### src/rtl/fuzzy_defuzz_pkg.sv
// fuzzy_defuzz_pkg: shared state type, default sizes, derived widths and term-center generator
package fuzzy_defuzz_pkg;

    typedef enum logic [1:0] {
        IDLE   = 2'd0,
        ACCUM  = 2'd1,
        DIVIDE = 2'd2,
        DONE   = 2'd3
    } state_t;

    localparam int NUM_TERMS_DEF = 8;
    localparam int MU_W_DEF      = 10;
    localparam int OUT_W_DEF     = 10;

    // Width of the membership sum: NUM_TERMS values of mu_w bits never overflow this
    function automatic int sum_mu_width(input int mu_w, input int n);
        return mu_w + $clog2(n);
    endfunction

    // Width of the weighted sum: adds the center width on top of the membership sum
    function automatic int sum_w_width(input int mu_w, input int out_w, input int n);
        return mu_w + out_w + $clog2(n);
    endfunction

    // Evenly spaced term centers spanning the full output range, rounded to nearest
    function automatic int center(input int k, input int n, input int w);
        return (2 * k * ((1 << w) - 1) + (n - 1)) / (2 * (n - 1));
    endfunction

endpackage

### src/rtl/fuzzy_restoring_divider.sv
// fuzzy_restoring_divider: fixed-latency restoring divider, one quotient bit per cycle MSB first
module fuzzy_restoring_divider #(
    parameter int DW = 23,
    parameter int VW = 13,
    parameter int QW = 10
) (
    input  logic          clk,
    input  logic          rst,
    input  logic          start,
    input  logic [DW-1:0] dividend,
    input  logic [VW-1:0] divisor,
    output logic          done,
    output logic          div_zero,
    output logic [QW-1:0] quotient
);

    localparam int W  = DW + QW;
    localparam int CW = $clog2(QW + 1);

    logic [W-1:0]  rem;
    logic [W-1:0]  dsh;
    logic [QW-1:0] q;
    logic [CW-1:0] cnt;
    logic          fit;

    assign fit      = rem >= dsh;
    assign done     = cnt == CW'(1);
    // The final bit is folded in combinationally so the quotient is complete in the last step
    assign quotient = {q[QW-2:0], fit};

    // Load operands on start, then subtract-or-keep one shifted divisor per cycle
    always_ff @(posedge clk) begin
        if (rst) begin
            rem      <= '0;
            dsh      <= '0;
            q        <= '0;
            cnt      <= '0;
            div_zero <= 1'b0;
        end else if (start) begin
            rem      <= W'(dividend);
            dsh      <= W'(divisor) << (QW - 1);
            q        <= '0;
            cnt      <= CW'(QW);
            div_zero <= divisor == '0;
        end else if (cnt != '0) begin
            rem <= fit ? rem - dsh : rem;
            dsh <= dsh >> 1;
            q   <= quotient;
            cnt <= cnt - CW'(1);
        end
    end

endmodule

### src/rtl/regular_defuzzification.sv
// regular_defuzzification: centroid defuzzifier accumulating serial memberships and dividing to a crisp value
module regular_defuzzification
    import fuzzy_defuzz_pkg::*;
#(
    parameter int NUM_TERMS = NUM_TERMS_DEF,
    parameter int MU_W      = MU_W_DEF,
    parameter int OUT_W     = OUT_W_DEF
) (
    input  logic             clock,
    input  logic             reset,
    input  logic             io_start,
    input  logic             io_inValid,
    input  logic [MU_W-1:0]  io_inMembership,
    output logic             io_busy,
    output logic             io_outResultValid,
    output logic [OUT_W-1:0] io_outResult
);

    localparam int TW  = $clog2(NUM_TERMS);
    localparam int SMW = sum_mu_width(MU_W, NUM_TERMS);
    localparam int SWW = sum_w_width(MU_W, OUT_W, NUM_TERMS);
    localparam int PW  = MU_W + OUT_W;

    state_t           state;
    logic [SMW-1:0]   sum_mu;
    logic [SMW-1:0]   sum_mu_nxt;
    logic [SWW-1:0]   sum_w;
    logic [SWW-1:0]   sum_w_nxt;
    logic [TW-1:0]    term_idx;
    logic [OUT_W-1:0] center_lut [NUM_TERMS];
    logic [PW-1:0]    prod;
    logic             last;
    logic             div_done;
    logic             div_zero;
    logic [OUT_W-1:0] quotient;

    for (genvar k = 0; k < NUM_TERMS; k++) begin : g_lut
        assign center_lut[k] = OUT_W'(center(k, NUM_TERMS, OUT_W));
    end

    assign prod              = PW'(io_inMembership) * PW'(center_lut[term_idx]);
    assign sum_mu_nxt        = sum_mu + SMW'(io_inMembership);
    assign sum_w_nxt         = sum_w + SWW'(prod);
    assign last              = state == ACCUM && io_inValid && term_idx == TW'(NUM_TERMS - 1);
    assign io_busy           = state != IDLE;
    assign io_outResultValid = state == DONE;

    // The divider sees the sums including the final sample, so it starts on the same edge
    fuzzy_restoring_divider #(
        .DW(SWW),
        .VW(SMW),
        .QW(OUT_W)
    ) u_div (
        .clk      (clock),
        .rst      (reset),
        .start    (last),
        .dividend (sum_w_nxt),
        .divisor  (sum_mu_nxt),
        .done     (div_done),
        .div_zero (div_zero),
        .quotient (quotient)
    );

    // Sequence IDLE -> ACCUM -> DIVIDE -> DONE, accumulating samples and latching the result
    always_ff @(posedge clock) begin
        if (reset) begin
            state        <= IDLE;
            sum_mu       <= '0;
            sum_w        <= '0;
            term_idx     <= '0;
            io_outResult <= '0;
        end else begin
            case (state)
                IDLE: if (io_start) begin
                    state    <= ACCUM;
                    sum_mu   <= '0;
                    sum_w    <= '0;
                    term_idx <= '0;
                end
                ACCUM: if (io_inValid) begin
                    sum_mu   <= sum_mu_nxt;
                    sum_w    <= sum_w_nxt;
                    term_idx <= term_idx + TW'(1);
                    if (last) state <= DIVIDE;
                end
                DIVIDE: if (div_done) begin
                    state        <= DONE;
                    io_outResult <= div_zero ? '0 : quotient;
                end
                default: state <= IDLE;
            endcase
        end
    end

endmodule

### config.mk
export PLATFORM = sky130hd
export DESIGN_NAME = regular_defuzzification
export DESIGN_NICKNAME = d
export VERILOG_FILES = /design/src/rtl/fuzzy_defuzz_pkg.sv /design/src/rtl/fuzzy_restoring_divider.sv /design/src/rtl/regular_defuzzification.sv
export SDC_FILE = /design/constraint.sdc
export NUM_CORES = 1
export LEC_CHECK = 0
export CORE_MARGIN = 2
export CORE_UTILIZATION = 65
export DETAILED_ROUTE_END_ITERATION = 8
export PLACE_DENSITY = 0.83
export REMOVE_ABC_BUFFERS = 1
export SYNTH_ARGS = -nofsm -noshare
export SYNTH_HDL_FRONTEND = slang
export SYNTH_SLANG_ARGS = --single-unit
### constraint.sdc
create_clock -name clock -period 9.7 [get_ports clock]
set_input_delay 1.94 -clock clock [delete_from_list [all_inputs] [get_ports clock]]
set_output_delay 1.94 -clock clock [all_outputs]
set_load 0.05 [all_outputs]
==> summary.txt, run 1 <==
CTS
  • Worst-Skew Late Latency: roughly 440 ps
  • Clock Path Buffers: 2
  • Reg clk slew, reported paths: around 50 ps
  • H-Tree Depth: 4
  • # resized after CTS: 0
  • Root Driver: clkbuf_16
  • CTS tree: done
  • CTS buffer count: 17
  • Cts-stage hold buffer count: 0
  • Post-CTS setup buffer count: 0
  • Clk sinks: 120

Floorplanning
  • Row count: 45
  • Die ar.: ~16,000 sq um
  • Ports: 26
  • Chip width: 128 microns
  • Initial Util: between 60% and 70%
  • Die H: between 100 and 150 microns
  • Core Area: about 15,000 sq um

Yosys
  • Mapped Cells: 1,234
  • Netlist cell types: around 70
  • Ys Warns: 0
  • Netlist Area Pre-Place: about 10000 sq um
  • Post-synthesis compound-gate area fraction: 18.9%
  • Combinational family with the most area after synthesis: adder cells
  • Avg Inst Size Synth: about 8 sq um
  • Post-synthesis sequential area ratio: 24.2%
  • Seq cells post-synth: 120
  • Post-synth ARST share: 0%
  • Most used DFF post-synth: dfxtp_1
  • Synth Area in Adders: around 25%
  • Top cell type's share of synthesized area: 24.2%
  • Simple-gate portion of the synthesized area: 17.8%
  • Area share of xor/xnor cells in the synthesized design: ~4.3%
  • Post-synth EDFFs: 0
  • Leading area contributor after synthesis: dfxtp_1
  • Top cells by area, synth: dfxtp_1 (24%), fa_1 (13%), ha_1 (12%), inv_1 (6.5%), nor2_1 (5.0%)
  • Mux cell area share after synthesis: less than 1%

STA
  • Worst slew margin: 22.1%
  • Final Hold Fails: 0
  • Fin. max-slew vios: 0
  • Setup TNS Final: 0 ps
  • Worst-Margin Slew: approximately 1200 ps
  • Final setup fails: 0
  • F_max: 133 MHz
  • Period utilization: between 70% and 80%
  • Fin crit period: 7500 ps
  • RSZ-0062 raised after global routing: false
  • Final clock skew: 12.8 ps

Power
  • Pwr dens: approximately 220 nW/um^2
  • Maximum VDD drop: 0.203 mV
  • Leakage: about 5.0 nW

Min path
  • Hold Startpoint: u_div.q[8]
  • Worst Hold End: u_div.q[8]
  • Hold Crit Class: reg -> reg
  • Hold depth: 2

Final layout
  • Area Overhead vs Synth: 9.48%
  • Multi-input combinational cell area: 6670 sq um
  • Diode count: 0
  • Layout cells sized above 1: 4.02%
  • Final net count: between 1,000 and 1,500
  • Fill cells: ~1,200
  • FF+latch area: 2400 sq um
  • Layout Cells excl Fill: ~1,400
  • Commonest non-fill, non-tap cell in the layout: inv_1
  • Most frequent cells in the layout: inv_1 (172), nand2_1 (131), nor2_1 (131)

Placement
  • HPWL after DPL: between 15 and 20 mm
  • RePlAce Congestion: between 0.9 and 1
  • Port bufs: 25
  • DP Cell Count: approximately 1,400

GRT
  • GRT Util Overall: approximately a third
  • Congestion Overflow GR: 0
  • Largest net degree at the start of global routing: between 60 and 70
  • First-pass GRT wire length: 40.9 mm
  • Antenna violations before repair: 0
  • Vias in the first global route: 8,326

Detailed routing
  • First drt pass iteration count: 5
  • Uppermost routed layer: met4
  • Total number of vias: ~8,800
  • Initial DRC count: approximately 730
  • Drt total wl: about 25 mm
  • Post-DR wirelength/cell: between 15 and 20 microns
  • Met1 wire length: about 11 mm
  • Drt via density: just over 6
  • Antenna Nets Post-Route: 0
  • Drt drc: 0
  • Met3 wire length: 1.41 mm
  • Met2 WL: ~12 mm

Run status
  • Status: complete, no violations

Run
  • MaxCap Viol Count: 0

Setup path
  • R2r setup slk: about 3500 ps
  • Critical R2R Launch: term_idx[2]
  • Crit path max fanout: 5
  • CP endpoint kind: flop
  • Critical path class: in -> reg
  • Critical path data required time: between 10,000 and 15,000 ps
  • Worst r2r path cells: 20
  • Startpoint Class: primary input
  • CP arrival: approximately 7800 ps
  • R2r endpoint: u_div.rem[22]
[per-stage QoR]
step	power [W]	cell area [sq um]	util, %	setup WS [ps]	hold slack, ps
2_1_floorplan	0.00135	9700	-	2750	427
3_3_place_gp	0.00161	10300	68.0	2030	437
3_5_place_dp	0.00163	10300	68.0	1870	444
4_1_cts	0.00232	10900	72.1	2180	452
5_1_grt	0.00248	10900	72.1	1880	461
6_report	0.00234	10900	72.1	2200	455
[final cells by class]
type | count | share of cell area (%)
Clock buffer | 21 | 4.14
Clock inverter | 11 | 1.58
Inverter | 172 | 5.94
Multi-Input combinational cell | 887 | 61.3
Sequential cell | 120 | 22.1
Tap cell | 188 | 2.16
Timing Repair Buffer | 33 | 2.81
[worst max-delay path by stage]
stage / startpoint / endpoint / slack (ps) / depth (start not counted)
2_1_floorplan: io_inMembership[5] / u_div.rem[22] / 2750 / 19
3_3_place_gp: io_inMembership[4] / u_div.rem[22] / 2030 / 21
3_5_place_dp: io_inMembership[7] / u_div.rem[22] / 1870 / 21
4_1_cts: io_inMembership[7] / u_div.rem[22] / 2180 / 21
5_1_grt: io_inMembership[7] / u_div.rem[22] / 1880 / 21
6_report: io_inMembership[7] / u_div.rem[22] / 2200 / 21
[cell usage after synthesis, drive strengths merged (12+ instances only)]
master and instances:
dfxtp 120, o21ai 35, a22oi 32, nor2 132, ha 95, a211oi 25
nand2 131, a21oi 87, xnor2 34, and2 12, fa 67, clkbuf 46
inv 172, xor2 15, nor3 26, a21o 20, nand3 17, a311oi 14
[cell families (layout without fill, tap and decap cells)]
family / Yosys count / in the layout
flops: 120 / 120
mux: 5 / 5
fa+ha+maj: 162 / 162
buf+inv: 227 / 237
compound gates: 281 / 281
xor+xnor: 49 / 49
simple gates: 390 / 390
[report_power, final]
part           internal [W]  leakage [nW]  total, W  switching (W)
clock network      0.000437         0.298  0.000688       0.000251
registers          0.000542         0.968  0.000589      0.0000469
logic              0.000389          3.78   0.00106       0.000673
total               0.00137          5.04   0.00234       0.000971
[worst max-delay path: stages]
cell and delay (ps):
clkdlybuf4s50_1 520, nand2_1 150, fa_1 570, inv_1 90, fa_1 540, inv_1 50
fa_1 490, inv_1 60, fa_1 560, inv_1 90, fa_1 570, inv_1 50
ha_1 360, a21o_1 220, a21oi_1 230, o21ai_0 120, a31o_2 230, a221oi_1 340
o21ai_0 240, xnor2_1 170, a211oi_1 230
[flip-flops by register name, indices dropped and copies added, names as in the netlist]
name and count:
io_outResult 10, state 2, sum_mu 13, sum_w 23
term_idx 3, u_div.cnt 4, u_div.div_zero 1, u_div.dsh 22
u_div.q 9, u_div.rem 33
[metal layers]
layer | GRT usage (%) | up-vias
met4 | 10.8 | 0
met1 | 42.4 | 4219
met3 | 5.74 | 64
met2 | 52.0 | 296
li1 | - | 4184
met5 | 0 | -
Note: power is estimated with default switching activity, not from simulation.
==> inputs of run 2 (changes only) <==
- CORE_UTILIZATION: 65 -> 64
- PLACE_DENSITY: 0.83 -> 0.82
- clock period: 9.7 -> 7.3 ns (I/O delays scaled with it)
==> summary.txt, run 2 (synthesis gave the netlist of run 1 again) <==
Run status
  • Status: complete, no violations

Detailed routing
  • Drt drc: 0 (unchanged)
  • Post-DR wirelength/cell: 17.2 microns (-1.2%)
  • Total number of vias: 8,641 (-1.4%)
  • First drt pass iteration count: 5 (unchanged)
  • Initial DRC count: 688 (-6.3%)
  • Drt total wl: 24.7 mm (-0.82%)
  • Antenna Nets Post-Route: 0 (unchanged)
  • Drt via density: 6.01 (-1.7%)

Setup path
  • Startpoint Class: primary input
  • R2r endpoint: u_div.rem[22]
  • Critical R2R Launch: term_idx[2]
  • R2r setup slk: 1300 ps (-2230 ps)
  • Critical path data required time: 7650 ps (-2390 ps)
  • CP endpoint kind: flop
  • CP arrival: 7210 ps (-630 ps)
  • Critical path class: in -> reg
  • Worst r2r path cells: 20 (unchanged)
  • Crit. Startpoint: io_inMembership[5]
  • CP endpoint: u_div.rem[22]
  • Crit path max fanout: 5 (unchanged)

CTS
  • H-Tree Depth: 4 (unchanged)
  • Reg clk slew, reported paths: 60 ps (about the same)
  • Root Driver: clkbuf_16
  • Worst-Skew Late Latency: 440 ps (about the same)
  • Clk sinks: 120 (unchanged)
  • CTS tree: done
  • CTS buffer count: 17 (unchanged)
  • Post-CTS setup buffer count: 0 (unchanged)
  • Clock Path Buffers: 2 (unchanged)
  • Cts-stage hold buffer count: 0 (unchanged)
  • # resized after CTS: 0 (unchanged)

Final layout
  • Top Registers: u_div.rem: 33 flops, sum_w: 23 flops, u_div.dsh: 22 flops
  • Layout cells sized above 1: 4.56% (+0.54 points)
  • Largest register FFs: 33 (unchanged)
  • Area Overhead vs Synth: 9.33%
  • Top reg by flops: u_div.rem
  • Most frequent cells in the layout: inv_1 (172), nand2_1 (131), nor2_1 (131)
  • Fill cells: 1,174 (-0.76%)
  • Commonest non-fill, non-tap cell in the layout: inv_1
  • Diode count: 0 (unchanged)
  • Layout Cells excl Fill: 1,437 (+0.35%)
  • Final net count: 1,412 (+0.36%)

GRT
  • Largest net degree at the start of global routing: 53 (-21%)
  • First-pass GRT wire length: 40.9 mm (about the same)
  • Vias in the first global route: 8,313 (-0.16%)
  • Antenna violations before repair: 0 (unchanged)
  • GRT Util Overall: 31.2% (-0.48 points)
  • Congestion Overflow GR: 0 (unchanged)

Power
  • Maximum VDD drop: 0.191 mV (-5.5%)
  • Leakage: 5.03 nW (-0.21%)
  • Pwr dens: 277 nW/um^2 (+29%)

Placement
  • HPWL after DPL: 17.9 mm (-1.1%)
  • Setup WS pre-CTS: 50.6 ps (-1820 ps)
  • Port bufs: 25 (unchanged)
  • DP Cell Count: 1,405 (+0.36%)
  • RePlAce Congestion: 0.933 (-2.2%)

STA
  • Final Hold Fails: 0 (unchanged)
  • Fin. max-slew vios: 0 (unchanged)
  • F_max: 146 MHz
  • Period utilization: 93.9%
  • Worst slew margin: 32.8% (+11 points)
  • Setup TNS Final: 0 ps (unchanged)
  • Final setup fails: 0 (unchanged)
  • PnR worst setup slack: 446 ps (-1750 ps)
  • Fin crit period: between 6000 and 7000 ps
  • Final clock skew: 8.06 ps (-4.72 ps)
  • Worst-Margin Slew: 1010 ps (-163 ps)
  • RSZ-0062 raised after global routing: false

Floorplanning
  • Row count: 45 (unchanged)
  • Core Area: 15,200 sq um (+0.75%)
  • Ports: 26 (unchanged)
  • Initial Util: 65.4% (-0.49 points)
  • Chip width: 129 microns (+0.75%)
  • Die ar.: 16,500 sq um (+1.5%)
  • Die H: 129 microns (+0.75%)

Min path
  • Hold depth: 2 (unchanged)
  • Hold Crit Class: reg -> reg

Run
  • MaxCap Viol Count: 0 (unchanged)
run 2: worst max-delay path: stages:
cell	delay [ps]
clkdlybuf4s50_1	460
and2_1	210
fa_1	540
fa_1	560
inv_1	60
fa_1	470
inv_1	50
fa_1	530
inv_1	60
fa_1	540
inv_1	50
ha_1	250
nor4_1	280
o21ai_0	170
a31o_2	300
a31o_2	240
a221oi_1	350
o21ai_0	240
xnor2_1	170
a211oi_1	220
run 2: worst min-delay path by stage:
stage | endpoint | slack [ps] | start
after detailed placement | u_div.q[8] | 460 | u_div.q[8]
after global routing | u_div.q[8] | 490 | u_div.q[8]
final | u_div.q[8] | 460 | u_div.q[8]
after global placement | u_div.q[8] | 440 | u_div.q[8]
after floorplan | u_div.q[8] | 430 | u_div.q[8]
after CTS | u_div.q[2] | 460 | u_div.q[2]
run 2: report_power, final:
group / internal [W] / switching [W]
Combinational: 0.000519 / 0.000891
Sequential: 0.000720 / 0.0000599
Clock: 0.000478 / 0.000338
Total: 0.00172 / 0.00129
run 2: per-stage QoR:
stage	total power [W]	hold WS [ps]	area, sq um	util (%)
5_1_grt	0.00320	493	10900	71.5
6_report	0.00300	460	10900	71.5
4_1_cts	0.00299	464	10900	71.5
3_3_place_gp	0.00214	439	10300	67.7
2_1_floorplan	0.00179	427	9700	-
3_5_place_dp	0.00216	456	10300	67.7
run 2: cell type report:
cell class	count	area (sq um)	share of cell area, %
clock inverter	13	121	1.12
tap	188	235	2.17
sequential	120	2400	22.1
inverter	172	646	5.94
clock buffer	19	443	4.08
timing repair buffer	38	343	3.16
multi-input combinational	887	6670	61.4
run 2: routing by layer:
metal	wire (microns)	global-route usage, %	vias up
met1	11100	42.1	4085
met2	11500	50.2	281
met3	1390	5.82	68
met5	0	0	-
li1	-	-	4207
met4	722	11.8	0
==> inputs of run 3 (changes only) <==
- CORE_UTILIZATION: 64 -> 25
- PLACE_DENSITY: 0.82 -> unset
==> summary.txt, run 3 (synthesis gave the netlist of run 1 again) <==
Run status
  • Status: complete, no violations

STA
  • PnR worst setup slack: 421 ps (-25.0 ps)
  • Hold_ws: 460 ps (+0.115 ps)
  • Worst-Margin Slew: 1100 ps (+92.3 ps)
  • Final Hold Fails: 0 (unchanged)
  • Period utilization: 94.2% (+0.34 points)
  • Fin. max-slew vios: 0 (unchanged)
  • Final clock skew: 10.8 ps (+2.70 ps)
  • Final setup fails: 0 (unchanged)
  • Fin crit period: 6880 ps (+25.0 ps)
  • F_max: 145 MHz (-0.36%)
  • RSZ-0062 raised after global routing: false
  • Worst slew margin: 26.6% (-6.2 points)

Run
  • MaxCap Viol Count: 0 (unchanged)

Setup path
  • Critical path class: in -> reg
  • CP arrival: 7210 ps (about the same)
  • Crit path max fanout: 5 (unchanged)
  • CP endpoint kind: flop
  • Critical path data required time: 7630 ps (-20 ps)
  • Startpoint Class: primary input

Placement
  • Setup WS pre-CTS: -48.1 ps (-98.7 ps)
  • HPWL after DPL: 19.9 mm (+11%)
  • Port bufs: 25 (unchanged)
  • Placed inst area: 10,800 sq um (+4.8%)
  • RePlAce Congestion: 0.906 (-2.9%)

CTS
  • Clk sinks: 120 (unchanged)
  • Post-CTS setup buffer count: 0 (unchanged)
  • H-Tree Depth: 4 (unchanged)
  • CTS buffer count: 17 (unchanged)
  • Worst-Skew Late Latency: 430 ps (about the same)
  • Root Driver: clkbuf_16
  • Reg clk slew, reported paths: 60 ps (about the same)
  • Clock Path Buffers: 2 (unchanged)
  • CTS tree: done

Power
  • Leakage: 5.10 nW (+1.4%)
  • Pwr dens: 268 nW/um^2 (-3.1%)
  • Maximum VDD drop: 0.156 mV (-19%)
  • Overall Power: 0.00306 W (+1.7%)

Floorplanning
  • Die ar.: 41,400 sq um (+150%)
  • Row count: 73 (+62%)
  • Chip width: 203 microns (+58%)
  • Die H: 203 microns (+58%)
  • Core Area: 39,500 sq um (+160%)
  • Initial Util: 25.2% (-40 points)
  • Ports: 26 (unchanged)

Final layout
  • FF+latch area: 2400 sq um (unchanged)
  • Largest register FFs: 33 (unchanged)
  • Diode count: 0 (unchanged)
  • Area Overhead vs Synth: 14.8%
  • Top Registers: u_div.rem: 33 flops, sum_w: 23 flops, u_div.dsh: 22 flops
  • Top reg by flops: u_div.rem
  • Multi-input combinational cell area: 6670 sq um (unchanged)
  • Final net count: 1,421 (+0.64%)
  • Layout cells sized above 1: 5.33% (+0.76 points)
  • Commonest non-fill, non-tap cell in the layout: inv_1
  • Util after Layout: 28.9% (-43 points)
  • Final Cell Area: 11,400 sq um (+5.0%)
  • Most frequent cells in the layout: inv_1 (172), nand2_1 (131), nor2_1 (131)
  • Fill cells: 4,224 (+260%)

GRT
  • GRT Util Overall: 12.9% (-18 points)
  • Antenna violations before repair: 0 (unchanged)
  • Congestion Overflow GR: 0 (unchanged)
  • Largest net degree at the start of global routing: 61 (+15%)
  • First-pass GRT wire length: 42.9 mm (+5.0%)
  • Vias in the first global route: 8,153 (-1.9%)

Min path
  • Hold Crit Class: reg -> reg

Detailed routing
  • Antenna Nets Post-Route: 0 (unchanged)
  • Total number of vias: 8,380 (-3.0%)
  • First drt pass iteration count: 7 (+2)
  • Post-DR wirelength/cell: 14.4 microns (-16%)
  • Drt total wl: 25.6 mm (+3.8%)
  • Initial DRC count: 508 (-26%)
  • Drt drc: 0 (unchanged)
  • Drt via density: 4.70 (-22%)
## run 3: cell count changes in the layout (fill, tap and decap cells not counted)
| cell | delta |
|---|---|
| bufinv_16 | +2 |
| clkinvlp_4 | -2 |
| clkinv_2 | -2 |
| clkbuf_1 | -1 |
| o21ai_0 | -1 |
| clkinv_4 | +1 |
| inv_8 | +1 |
| clkbuf_8 | -1 |
| inv_6 | +2 |
| buf_2 | -1 |
| buf_4 | +10 |
| o21ai_1 | +1 |
## run 3: metal layers
metal	up-vias	track usage, %	wire, microns
met4	0	3.10	297
met1	4014	17.4	12200
met5	-	0	0
li1	4208	-	-
met3	19	2.16	1040
met2	139	21.3	12100
## run 3: path summary, 6_finish.rpt
check | from | end | slack, ps | cells after the start
setup / recovery | io_inMembership[1] | u_div.rem[22] | 420 | 22
hold / removal | u_div.q[8] | u_div.q[8] | 460 | 2
setup reg to reg | term_idx[2] | u_div.rem[22] | 1240 | 20
hold reg to reg | u_div.q[8] | u_div.q[8] | 460 | 2
## run 3: critical path, stage by stage
cell and delay, ps:
clkdlybuf4s50_1 520, and2_1 240, xnor2_1 130, ha_1 170, o21bai_1 230, fa_1 520, inv_1 50, fa_1 470
inv_1 50, fa_1 530, inv_1 60, fa_1 520, inv_1 40, ha_1 240, nor4_1 260, o21ai_0 160
a31o_2 300, a31o_2 250, a221oi_1 370, o21ai_1 190, xnor2_1 160, a211oi_1 280
## run 3: where the power goes
group	internal [W]	switching [W]	leakage, nW
clock	0.000545	0.000345	0.293
sequential	0.000720	0.0000587	0.968
combinational	0.000522	0.000868	3.84
## run 3: layout make-up
cell class	count	area share [%]
Tap cell	525	5.76
Clock inverter	15	1.70
Timing Repair Buffer	47	3.62
Inverter	172	5.66
Clock buffer	17	3.73
Multi-Input combinational cell	887	58.5
Sequential cell	120	21.1
## run 3: timing repair
| item | in CTS | in global routing |
|---|---|---|
| resized for setup | 0 | 1 |
| setup endpoints to repair | 0 | 1 |
| hold buffers | 0 | 0 |
## run 3: stage by stage
step	TNS [ps]	instances
after floorplan	0	1179
after global placement	0	1751
after detailed placement	-48.1	1751
after CTS	0	1783
after global routing	0	1783
final	0	1783
==> variant 1, RTL diff (settings of run 2) <==
Register the inputs `io_start`, `io_inValid` and `io_inMembership` before use, cleared by the reset. The logic sees them one clock later.
--- a/src/rtl/regular_defuzzification.sv
+++ b/src/rtl/regular_defuzzification.sv
@@ -23,2 +23,18 @@
 
+    logic io_start_q;
+    logic io_inValid_q;
+    logic [MU_W-1:0] io_inMembership_q;
+
+    always_ff @(posedge clock) begin
+        if (reset) begin
+            io_start_q        <= '0;
+            io_inValid_q      <= '0;
+            io_inMembership_q <= '0;
+        end else begin
+            io_start_q        <= io_start;
+            io_inValid_q      <= io_inValid;
+            io_inMembership_q <= io_inMembership;
+        end
+    end
+
     state_t           state;
@@ -40,6 +56,6 @@
 
-    assign prod              = PW'(io_inMembership) * PW'(center_lut[term_idx]);
-    assign sum_mu_nxt        = sum_mu + SMW'(io_inMembership);
+    assign prod              = PW'(io_inMembership_q) * PW'(center_lut[term_idx]);
+    assign sum_mu_nxt        = sum_mu + SMW'(io_inMembership_q);
     assign sum_w_nxt         = sum_w + SWW'(prod);
-    assign last              = state == ACCUM && io_inValid && term_idx == TW'(NUM_TERMS - 1);
+    assign last              = state == ACCUM && io_inValid_q && term_idx == TW'(NUM_TERMS - 1);
     assign io_busy           = state != IDLE;
@@ -73,3 +89,3 @@
             case (state)
-                IDLE: if (io_start) begin
+                IDLE: if (io_start_q) begin
                     state    <= ACCUM;
@@ -79,3 +95,3 @@
                 end
-                ACCUM: if (io_inValid) begin
+                ACCUM: if (io_inValid_q) begin
                     sum_mu   <= sum_mu_nxt;
Function: changed (Yosys sat finds a counterexample within 4 cycles, from zero or initial values and one cycle with reset high).
==> variant 1 against run 2 <==
Routed wire length decreased by 0.72%. Worst setup slack improved by 0.41 ns. Sequential cell count increased by 12. Sequential power increased by 8.6%. Critical endpoint is now sum_w[22]$_SDFFE_PP0P_. Largest cell class unchanged. Cell area increased by 3.1%. Utilization decreased by 0.20 points. Synthesized area increased by 2.1%. Highest routed layer unchanged. Total power increased by 15%.
==> variant 1: results (changes against run 2) <==
<table>
<tr><th>Metric</th><th>Value</th></tr>
<tr><th colspan="2">Global route</th></tr>
<tr><td>Number of global-route vias before repair</td><td>8,208 (-1.3%)</td></tr>
<tr><td>Largest net degree at the start of global routing</td><td>58 (+9.4%)</td></tr>
<tr><td>Global-route wire length before repair</td><td>40.5 mm (-0.96%)</td></tr>
<tr><th colspan="2">Place</th></tr>
<tr><td>Dpl cells</td><td>1,424 (+1.4%)</td></tr>
<tr><td>RePlAce Congestion</td><td>0.970 (+4.0%)</td></tr>
<tr><td>DP HPWL</td><td>17.8 mm (-0.80%)</td></tr>
<tr><td>Placed cell areas</td><td>10,500 um^2 (+2.1%)</td></tr>
<tr><td>Post-Place Worst Slack</td><td>1.05 ns (+0.997 ns)</td></tr>
<tr><th colspan="2">Setup path</th></tr>
<tr><td>Arrival time at the worst endpoint</td><td>6.78 ns (-0.43 ns)</td></tr>
<tr><td>Critical path class</td><td>reg -&gt; reg</td></tr>
<tr><td>Worst-path cell with the longest stage delay</td><td>sky130_fd_sc_hd__a2111oi_0</td></tr>
<tr><td>Worst reg2reg endpoint</td><td>sum_w[22]$_SDFFE_PP0P_</td></tr>
<tr><td>CP peak stage delay</td><td>0.67 ns (+0.11 ns)</td></tr>
<tr><th colspan="2">Routing</th></tr>
<tr><td>First-pass iteration count of the detailed router</td><td>8 (+3)</td></tr>
<tr><td>DRT Wirelength</td><td>24.5 mm (-0.72%)</td></tr>
<tr><td>DRT iter0 DRCs</td><td>696 (+1.2%)</td></tr>
<tr><td>WL per Instance</td><td>16.9 um (-1.9%)</td></tr>
<tr><th colspan="2">Synth</th></tr>
<tr><td>Synthesized netlist cell count</td><td>1,224 (-0.81%)</td></tr>
<tr><td>Sequential element share of the synthesized area</td><td>26.1% (+1.9 points)</td></tr>
<tr><td>Yosys cell types</td><td>64 (-5.9%)</td></tr>
<tr><td>Commonest cells in the synthesized netlist</td><td>sky130_fd_sc_hd__inv_1 (180), sky130_fd_sc_hd__dfxtp_1 (132), sky130_fd_sc_hd__nor2_1 (130)</td></tr>
<tr><th colspan="2">Timing</th></tr>
<tr><td>Slew Limit Headroom</td><td>40.0% (+7.2 points)</td></tr>
<tr><td>Layout Skew</td><td>0.00757 ns (-0.000485 ns)</td></tr>
<tr><td>Post-route setup slack</td><td>0.858 ns (+0.412 ns)</td></tr>
<tr><th colspan="2">Finish</th></tr>
<tr><td>Number of fill cells</td><td>1,226 (+4.4%)</td></tr>
<tr><th colspan="2">Outcome</th></tr>
<tr><td>Status</td><td>finished, final reports clean</td></tr>
<tr><th colspan="2">Min path</th></tr>
<tr><td>Endpoint of the worst hold path</td><td>io_outResult[0]$_SDFFE_PP0P_</td></tr>
<tr><td>Startpoint of the lowest-slack hold path</td><td>io_outResult[0]$_SDFFE_PP0P_</td></tr>
<tr><th colspan="2">Pwr</th></tr>
<tr><td>Pleak</td><td>5.13 nW (+2.0%)</td></tr>
</table>
-- variant 1: cell count changes after synthesis, moves of 6 or more --
cell	run 2	this run
sky130_fd_sc_hd__nor4_1	11	4
sky130_fd_sc_hd__o21ai_0	33	26
sky130_fd_sc_hd__dfxtp_1	120	132
sky130_fd_sc_hd__xnor2_1	34	25
sky130_fd_sc_hd__a21oi_1	87	80
sky130_fd_sc_hd__nor2b_1	3	18
sky130_fd_sc_hd__inv_1	172	180
sky130_fd_sc_hd__a31o_2	2	8
sky130_fd_sc_hd__a21o_1	20	14
-- variant 1: cells by family after synthesis --
group	Yosys count	share of synthesized area (%)
compound gates	279	19.3
fa+ha+maj	162	24.9
simple gates	376	16.9
xor+xnor	42	3.63
flops	132	26.1
buf+inv	229	8.82
mux	4	0.395
-- variant 1: power by group --
group	switching, mW	total [mW]	internal (mW)
registers	0.0581	0.847	0.789
clock network	0.337	0.995	0.658
logic	0.984	1.61	0.624
-- variant 1: area by class of cell --
| cell class | instances | area share (%) |
|---|---|---|
| multi-input combinational | 863 | 59.1 |
| sequential | 132 | 23.6 |
| inverter | 180 | 6.03 |
| clock buffer | 19 | 4.05 |
| timing repair buffer | 33 | 2.75 |
| tap | 216 | 2.41 |
| clock inverter | 12 | 2.02 |
-- variant 1: metal layers --
layer  global-route usage (%)  part of all wire (%)  wire [um]  up-vias
met5                        0                     0          0        -
met2                     48.4                    48      11700      264
met1                     42.2                    44      10800     4100
met4                     11.0                   2.5        607        0
li1                         -                     -          -     4153
met3                     5.49                   6.1       1500       46
==> variant 2, RTL diff (settings of run 2) <==
Without the edit above. `MU_W_DEF`: 10 -> 8.
--- a/src/rtl/fuzzy_defuzz_pkg.sv
+++ b/src/rtl/fuzzy_defuzz_pkg.sv
@@ -11,3 +11,3 @@
     localparam int NUM_TERMS_DEF = 8;
-    localparam int MU_W_DEF      = 10;
+    localparam int MU_W_DEF      = 8;
     localparam int OUT_W_DEF     = 10;
Ports: changed (resized io_inMembership); port bits go from 26 to 24. The function was not compared with the original's and may differ.
==> variant 2 against run 2 <==
Worst setup slack gained 0.093 ns. Synthesized area fell by 12%. Sequential cell count is 8 lower. Cell area shrank 14%. Total power fell by 5.2%. First-iteration DRC count shrank 18%. Routed wire length shrank 21%. Non-clock buffer count fell by 7. Largest cell class unchanged. Largest power group unchanged.
==> variant 2: results (changes against run 2) <==
<table>
<tr><th>Metric</th><th>Value</th></tr>
<tr><th colspan="2">Setup path</th></tr>
<tr><td>Reg2reg path depth</td><td>18 (-10%)</td></tr>
<tr><td>Worst setup slack for register-to-register paths</td><td>1.45 ns (+0.15 ns)</td></tr>
<tr><td>Timing startpoint of the critical path</td><td>io_inMembership[7]</td></tr>
<tr><th colspan="2">Pwr</th></tr>
<tr><td>Internal cell power</td><td>1.56 mW (-8.8%)</td></tr>
<tr><td>Seq power</td><td>726 uW (-6.9%)</td></tr>
<tr><td>Part of the total power dissipated in sequential elements</td><td>25.5% (-0.4 points)</td></tr>
<tr><th colspan="2">CTS</th></tr>
<tr><td>Number of CTS-inserted buffers</td><td>9 (-8)</td></tr>
<tr><td>Post-CTS clock slew at the launch and capture registers of the worst setup and hold paths</td><td>0.08 ns (+0.02 ns)</td></tr>
<tr><th colspan="2">Routing</th></tr>
<tr><td>M1 WL</td><td>9.13 mm (-18%)</td></tr>
<tr><td>DRT iter0 DRCs</td><td>564 (-18%)</td></tr>
<tr><td>Met3 WL</td><td>792 um (-43%)</td></tr>
<tr><td>Vias after detailed routing</td><td>7,299 (-16%)</td></tr>
<tr><th colspan="2">Finish</th></tr>
<tr><td>Fraction of final layout cells sized beyond drive strength 1</td><td>4.02% (-0.54 points)</td></tr>
<tr><td>Leading registers by flop count</td><td>u_div.rem: 31 flops, sum_w: 21 flops, u_div.dsh: 20 flops</td></tr>
<tr><th colspan="2">Synth</th></tr>
<tr><td>Biggest area contributors in the synthesized netlist</td><td>sky130_fd_sc_hd__dfxtp_1 (26%), sky130_fd_sc_hd__fa_1 (12%), sky130_fd_sc_hd__ha_1 (12%), sky130_fd_sc_hd__inv_1 (6.3%), sky130_fd_sc_hd__nor2_1 (4.6%)</td></tr>
<tr><td>Sequential element share of the synthesized area</td><td>25.5% (+1.4 points)</td></tr>
<tr><td>Yosys top cell area share</td><td>25.5% (+1.4 points)</td></tr>
<tr><th colspan="2">Place</th></tr>
<tr><td>Placed cell areas</td><td>9050 um^2 (-12%)</td></tr>
<tr><td>Post-Place Worst Slack</td><td>0.0477 ns (-0.00285 ns)</td></tr>
<tr><td>DP HPWL</td><td>14.8 mm (-18%)</td></tr>
<tr><th colspan="2">Timing</th></tr>
<tr><td>Transition time at the pin with the least slew margin</td><td>0.786 ns (-0.220 ns)</td></tr>
<tr><td>Layout Skew</td><td>0.0155 ns (+0.00744 ns)</td></tr>
<tr><td>Final worst path period share</td><td>92.6% (-1.3 points)</td></tr>
<tr><th colspan="2">Outcome</th></tr>
<tr><td>Status</td><td>finished, final reports clean</td></tr>
<tr><th colspan="2">Global route</th></tr>
<tr><td>Number of global-route vias before repair</td><td>6,901 (-17%)</td></tr>
</table>
-- variant 2: layout make-up --
type | count | area (um^2) | area share [%]
Tap cell | 176 | 220 | 2.36
Inverter | 147 | 552 | 5.90
Multi-Input combinational cell | 764 | 5760 | 61.6
Clock buffer | 9 | 225 | 2.41
Timing Repair Buffer | 31 | 285 | 3.05
Clock inverter | 6 | 63.8 | 0.683
Sequential cell | 112 | 2240 | 24.0
-- variant 2: logic make-up (layout without fill, tap and decap cells) --
kind of cell / count (synthesis) / in the layout / synth area share [%]
flip-flops: 112 / 112 / 25.5
XOR/XNOR: 45 / 45 / 4.49
adder cells (fa/ha/maj): 133 / 133 / 23.4
buffers and inverters: 193 / 193 / 9.08
AO/OA/AOI/OAI: 240 / 240 / 18.2
multiplexers: 14 / 14 / 1.60
AND/OR/NAND/NOR: 332 / 332 / 17.7
-- variant 2: critical path: cells and delay by family --
kind	cells	cell delay (ns)
XOR/XNOR	1	0.13
AO/OA/AOI/OAI	7	2.01
AND/OR/NAND/NOR	1	0.18
adder cells (fa/ha/maj)	5	2.57
buffers and inverters	5	0.74
-- variant 2: routing by layer --
| layer | global-route usage, % | vias up |
|---|---|---|
| met4 | 6.61 | 0 |
| met1 | 38.6 | 3496 |
| met2 | 47.0 | 161 |
| met3 | 5.26 | 26 |
| met5 | 0 | - |
| li1 | - | 3616 |
-- variant 2: stage by stage --
step | util [%] | std cells | hold slack, ns
after floorplan | - | 1023 | 0.427
final | 70.3 | 1245 | 0.454
after global placement | 68.1 | 1230 | 0.437
after global routing | 70.3 | 1245 | 0.488
after CTS | 70.3 | 1245 | 0.454
after detailed placement | 68.1 | 1230 | 0.444
